===== config.mk =====
export PLATFORM = sky130hd
export DESIGN_NAME = dac_frame_sequencer
export DESIGN_NICKNAME = d
export VERILOG_FILES = /design/src/rtl/dac_frame_sequencer.sv
export SDC_FILE = /design/constraint.sdc
export NUM_CORES = 1
export LEC_CHECK = 0
export BUFFER_PORTS_ARGS = -buffer_cell sky130_fd_sc_hd__buf_2
export CORE_MARGIN = 1.5
export CORE_UTILIZATION = 37
export DETAILED_ROUTE_END_ITERATION = 8
export PLACE_DENSITY = 0.55
export RECOVER_POWER = 50
export SYNTH_ARGS = -nofsm -noshare
export SYNTH_HDL_FRONTEND = slang
export SYNTH_SLANG_ARGS = --single-unit
export TNS_END_PERCENT = 50

===== constraint.sdc =====
create_clock -name clk -period 8.4 [get_ports clk]
set_input_delay 0.42 -clock clk [delete_from_list [all_inputs] [get_ports clk]]
set_output_delay 0.42 -clock clk [all_outputs]
set_load 0.01 [all_outputs]

===== src/rtl/dac_frame_sequencer.sv =====
// Stereo frame FIFO feeding the DAC interface: serialises left/right word pairs,
// waits for priming, and inserts zero frames when the DSP chain falls behind.
module dac_frame_sequencer #(
    parameter int DATA_W = 24,
    parameter int DEPTH  = 8,
    parameter int PRIME  = 4,
    parameter int CNT_W  = 16
) (
    input  logic                     clk,
    input  logic                     rst,
    input  logic                     frame_valid,
    output logic                     frame_ready,
    input  logic [DATA_W-1:0]        left_in,
    input  logic [DATA_W-1:0]        right_in,
    input  logic                     mute,
    output logic                     word_valid,
    input  logic                     word_ready,
    output logic [DATA_W-1:0]        data_word,
    output logic                     word_is_right,
    output logic [$clog2(DEPTH):0]   fill_count,
    output logic [CNT_W-1:0]         underrun_count,
    input  logic                     underrun_clr
);

    localparam int AW = $clog2(DEPTH);
    localparam logic [AW:0] DEPTH_C = (AW+1)'(DEPTH);
    localparam logic [AW:0] PRIME_C = (AW+1)'(PRIME);

    typedef enum logic [1:0] {S_PRIME, S_LEFT, S_RIGHT} state_t;

    state_t            state;
    logic              fill_flag;
    logic [AW-1:0]     wr_ptr;
    logic [AW-1:0]     rd_ptr;
    logic [DATA_W-1:0] mem_l [DEPTH];
    logic [DATA_W-1:0] mem_r [DEPTH];

    logic empty;
    logic push;
    logic pop;
    logic underrun_inc;

    assign empty        = (fill_count == '0);
    assign frame_ready  = (fill_count != DEPTH_C);
    assign push         = frame_valid & frame_ready;
    assign pop          = (state == S_RIGHT) & word_ready & ~fill_flag;
    assign underrun_inc = (state == S_LEFT) & word_ready & empty;

    always_ff @(posedge clk) begin
        if (push) begin
            mem_l[wr_ptr] <= left_in;
            mem_r[wr_ptr] <= right_in;
        end
    end

    always_ff @(posedge clk or negedge rst) begin
        if (!rst) begin
            wr_ptr     <= '0;
            rd_ptr     <= '0;
            fill_count <= '0;
        end else begin
            if (push)
                wr_ptr <= wr_ptr + 1'b1;
            if (pop)
                rd_ptr <= rd_ptr + 1'b1;
            fill_count <= fill_count + {{AW{1'b0}}, push} - {{AW{1'b0}}, pop};
        end
    end

    // The fill decision is frozen at the left handshake so a frame arriving
    // during a fill right word can never be split across a pair.
    always_ff @(posedge clk or negedge rst) begin
        if (!rst) begin
            state          <= S_PRIME;
            word_valid     <= 1'b0;
            word_is_right  <= 1'b0;
            fill_flag      <= 1'b0;
            underrun_count <= '0;
        end else begin
            case (state)
                S_PRIME: begin
                    if (fill_count >= PRIME_C) begin
                        state      <= S_LEFT;
                        word_valid <= 1'b1;
                    end
                end
                S_LEFT: begin
                    if (word_ready) begin
                        state         <= S_RIGHT;
                        word_is_right <= 1'b1;
                        fill_flag     <= empty;
                    end
                end
                S_RIGHT: begin
                    if (word_ready) begin
                        state         <= S_LEFT;
                        word_is_right <= 1'b0;
                        fill_flag     <= 1'b0;
                    end
                end
                default: state <= S_PRIME;
            endcase

            if (underrun_clr)
                underrun_count <= '0;
            else if (underrun_inc && !(&underrun_count))
                underrun_count <= underrun_count + CNT_W'(1);
        end
    end

    always_comb begin
        data_word = '0;
        if (!mute) begin
            case (state)
                S_LEFT:  if (!empty) data_word = mem_l[rd_ptr];
                S_RIGHT: if (!fill_flag) data_word = mem_r[rd_ptr];
                default: data_word = '0;
            endcase
        end
    end

endmodule


==> impl_summary.log <==
[metrics] leakage power: 6.35 nW
[metrics] share of total power in sequential cells: 44.9%
[metrics] number of sinks driven by the clock tree: 415
[metrics] Psw: 1.80 mW
[metrics] result of the run: finished, violations left
[metrics] clock network latency to the later pin of the worst-skew pair: 0.58 ns
[metrics] number of gates resized after cts: 0
[metrics] synthesized netlist net count: 913
[metrics] Synth Cell Area: 16500 um^2
[metrics] kind of critical path: flip-flop to output pin
[metrics] count of cell instances traversed by the critical path: 5
[metrics] number of enable-type register cells in the synthesized netlist: 384
[metrics] sequential cell area fraction in the yosys report: 74.4%
[metrics] R2R setup slack: 5.50 ns
[metrics] routed wirelength normalized by instance count: 23.2 um
[metrics] Tightest Pin Transition: 1.80 ns
[metrics] utilization after layout: 43.2%
[metrics] vias in the first global route: 8759
[metrics] internal power contribution: 4.34 mW
[metrics] initial antenna violation count: 8
[metrics] synthesized instance count: 844
[metrics] power per unit of standard cell area: 322 nW/um^2
[metrics] nature of the critical path endpoint: output pin
[metrics] Post-CTS Hold Fix Bufs: 1
[metrics] Reg clk slew, reported paths: 0.06 ns
[metrics] total of buffers placed on input and output ports: 100
[metrics] wire length on met2: 17.2 mm
[metrics] Worst R2R Path Depth: 7
[metrics] setup ws final: 4.37 ns
[metrics] Clock Power Share: 30.9%
[metrics] grt total ovfl: 0
[metrics] CTS H-tree lvls: 2
[metrics] Top Ports: 101
[metrics] Slew Viols, Final: 32
[metrics] highest clock frequency the design can meet: 248 MHz
[metrics] horizontal die dimension: 214 um
[metrics] net count of the finished layout: 1028
[metrics] worst hold slack after final layout: 0.153 ns
[metrics] Root Driver: sky130_fd_sc_hd__clkbuf_16
[metrics] worst path required time: 7.98 ns
[metrics] full die area: 46000 um^2
[metrics] final-layout fill cell count: 3929
[metrics] category of the worst setup path launch point: flip-flop
[metrics] part of the power in combinational logic: 24.2%
[metrics] HPWL after detailed placement: 18.8 mm
[metrics] category of cells accounting for the largest share of critical-path delay: buffers and inverters
[metrics] vias per cell: 5.38
[metrics] fraction of final layout cells sized beyond drive strength 1: 21.5%
[metrics] Critical R2R Launch: fill_count[2]
[metrics] pre-CTS WS: 4.92 ns
[metrics] highest routed layer: met5
[metrics] worst reg2reg endpoint: mem_l[4][0]
[metrics] largest incremental delay on the critical path: 0.82 ns
[metrics] number of CTS-inserted buffers: 44
[metrics] share of the clock period used by the worst path: 48.0%
[metrics] effective utilization at floorplan: 37.5%
[metrics] worst relative slew slack: -19.7%
[metrics] Critical Path AT: 3.61 ns
[metrics] Yosys warning total: 0
[metrics] final setup TNS: 0 ns
[metrics] maximum number of pins on one net before global-route repair: 51
[metrics] switching part of the total: 29.3%
[metrics] Met1 Routed Length: 16.9 mm
[metrics] overall global routing resource usage: 16.3%
[metrics] largest clock skew in the final design: 0.0153 ns
[metrics] fraction of synthesis flops using an asynchronous set or reset pin: 7.47%
[metrics] cell-by-cell trace of the critical path: buf_4, mux4_2, a22o_1, a221o_1, buf_2
[metrics] largest fanout on the critical path: 50
[metrics] endpoint of the worst setup timing path: data_word[9]
[metrics] final count of negative-setup-slack endpoints: 0
[metrics] Met3 Routed Length: 1.82 mm
[metrics] Netlist cell types: 50
[metrics] power consumption: 6.14 mW
[metrics] number of detailed-routing iterations run before antenna repair: 5
[metrics] crit path from: rd_ptr[0]
[metrics] ys flop type: sky130_fd_sc_hd__edfxtp_1
[metrics] maximum capacitance violations: 1
[metrics] TritonCTS clock tree: yes
[metrics] routability cong.: 0.705
[metrics] maximum buffer depth of the clock tree: 3
[metrics] std cell rows: 77
[metrics] DRC violations left: 0
[metrics] path class of the lowest-slack min-delay path: input pin to flip-flop
[metrics] time the worst path needs with I/O delays and setup: 4.03 ns
[metrics] wire length of the first global-routing pass: 56.3 mm
[metrics] floorplan core area: 44100 um^2
[metrics] failing checks: max-capacitance violations, max-slew violations
[metrics] unrepaired setup endpoints after global routing: no
[metrics] remaining number of nets flagged by the antenna check after routing: 0
[metrics] area added between synthesis and finish: 15.2%
[metrics] peak supply drop: 0.197 mV
[metrics] total via count in the routed design: 8527
[metrics] # Post-CTS Setup Buffers: 0
[metrics] cell with the largest stage delay on the worst path: sky130_fd_sc_hd__dfrtp_4
[metrics] die height: 214 um
[metrics] count of endpoints failing hold in the final timing report: 0
[metrics] Initial DRC Count: 583
[metrics] post-synthesis sequential element count: 415
[metrics] detailed-route wire length: 36.7 mm
[metrics] mean area per synthesized cell: 19.6 um^2
[metrics] buffers and inverters on the worst path: 2
-- tightest hold or removal path: stages --
cell	delay, ns
sky130_fd_sc_hd__buf_2	0.12
sky130_fd_sc_hd__nand3_1	0.08
sky130_fd_sc_hd__xnor2_1	0.06
-- cell families (layout without fill, tap and decap cells) --
group / Yosys count / count (layout) / share of synthesized area (%)
DFF: 415 / 415 / 74.4
muxes: 131 / 131 / 13.4
and+or+nand+nor: 110 / 110 / 3.72
AOI/OAI and AO/OA: 106 / 106 / 5.07
buffers and inverters: 62 / 206 / 1.91
adders and majority gates: 15 / 15 / 1.18
xor gates and xnor gates: 5 / 5 / 0.265
other: 0 / 4 / 0
-- state kept, by name, indices dropped and copies added, names as in the netlist, 2 cells and up --
signal and flops:
mem_l 192, mem_r 192, underrun_count 16, fill_count 4, rd_ptr 3, wr_ptr 3
state 2
-- through the flow --
step,instances,area (um^2)
global placement,1504,17700
CTS,1580,19100
floorplan,844,16500
finish,1584,19100
global route,1580,19000
detailed placement,1504,17700
-- worst min-delay path by stage --
stage	endpoint	cells after the start	from
6_report	wr_ptr[2]	3	frame_valid
3_3_place_gp	word_valid	1	word_valid
4_1_cts	mem_r[4][12]	1	right_in[12]
5_1_grt	wr_ptr[2]	3	frame_valid
2_1_floorplan	fill_count[0]	0	rst
3_5_place_dp	word_valid	1	word_valid
-- Yosys cell counts, drive strengths merged (5+ instances only) --
| cell type | instances | area, um^2 |
|---|---|---|
| a211oi | 6 | 45.0 |
| a21oi | 13 | 65.1 |
| a221o | 19 | 190 |
| a22o | 19 | 166 |
| a22oi | 29 | 218 |
| and3 | 21 | 131 |
| buf | 27 | 181 |
| clkbuf | 20 | 77.6 |
| dfrtp | 31 | 776 |
| edfxtp | 384 | 11500 |
| ha | 14 | 175 |
| inv | 15 | 56.3 |
| mux2 | 9 | 101 |
| mux2i | 50 | 500 |
| mux4 | 72 | 1620 |
| nand2 | 16 | 60.1 |
| nand3 | 17 | 85.1 |
| nand4 | 6 | 43.8 |
| nor2 | 19 | 71.3 |
| nor2b | 10 | 62.6 |
| o211ai | 5 | 37.5 |
-- placed cells by master (no fill, tap or decap), types with 5 or more instances in the layout --
cell                        synthesis  routed
sky130_fd_sc_hd__a211oi_1           6       6
sky130_fd_sc_hd__a21oi_1           13      13
sky130_fd_sc_hd__a221o_1           19      19
sky130_fd_sc_hd__a22o_1            19      19
sky130_fd_sc_hd__a22oi_1           29      29
sky130_fd_sc_hd__and3_1            21      21
sky130_fd_sc_hd__buf_2             16      34
sky130_fd_sc_hd__buf_4              6      15
sky130_fd_sc_hd__clkbuf_1          18      72
sky130_fd_sc_hd__clkbuf_16          0      45
sky130_fd_sc_hd__clkinv_1           0       8
sky130_fd_sc_hd__clkinv_2           0       7
sky130_fd_sc_hd__dfrtp_1           31      28
sky130_fd_sc_hd__edfxtp_1         384     384
sky130_fd_sc_hd__ha_1              14      14
sky130_fd_sc_hd__inv_1             15      15
sky130_fd_sc_hd__mux2_2             9       9
sky130_fd_sc_hd__mux2i_1           50      50
sky130_fd_sc_hd__mux4_2            72      72
sky130_fd_sc_hd__nand2_1           16      16
sky130_fd_sc_hd__nand3_1           17      17
sky130_fd_sc_hd__nand4_1            5       5
sky130_fd_sc_hd__nor2_1            19      13
sky130_fd_sc_hd__nor2_4             0       6
sky130_fd_sc_hd__nor2b_1           10       8
sky130_fd_sc_hd__o211ai_1           5       5
-- layout make-up --
class                           count  area (um^2)  area share (%)
Sequential cell                   415        12300            64.6
Multi-Input combinational cell    367         4000            21.0
Clock buffer                       51         1150            6.03
Tap cell                          592          741            3.89
Timing Repair Buffer              116          541            2.84
Clock inverter                     24          249            1.31
Inverter                           15         56.3           0.295
Antenna cell                        4         10.0          0.0525
-- per-layer routing --
layer,vias to the layer above,global-route usage [%]
li1,3732,-
met1,4521,23.0
met2,205,25.6
met3,61,3.59
met4,8,4.93
met5,-,0
-- power groups by stage --
stage	sequential, mW	combinational (mW)	clock, mW
after floorplan	2.72	1.14	0
after global placement	2.79	1.53	0
after detailed placement	2.80	1.53	0
after CTS	2.76	1.54	1.96
after global routing	2.79	1.62	2.03
final	2.76	1.49	1.90
No activity file was read; power rests on OpenSTA's default activity.
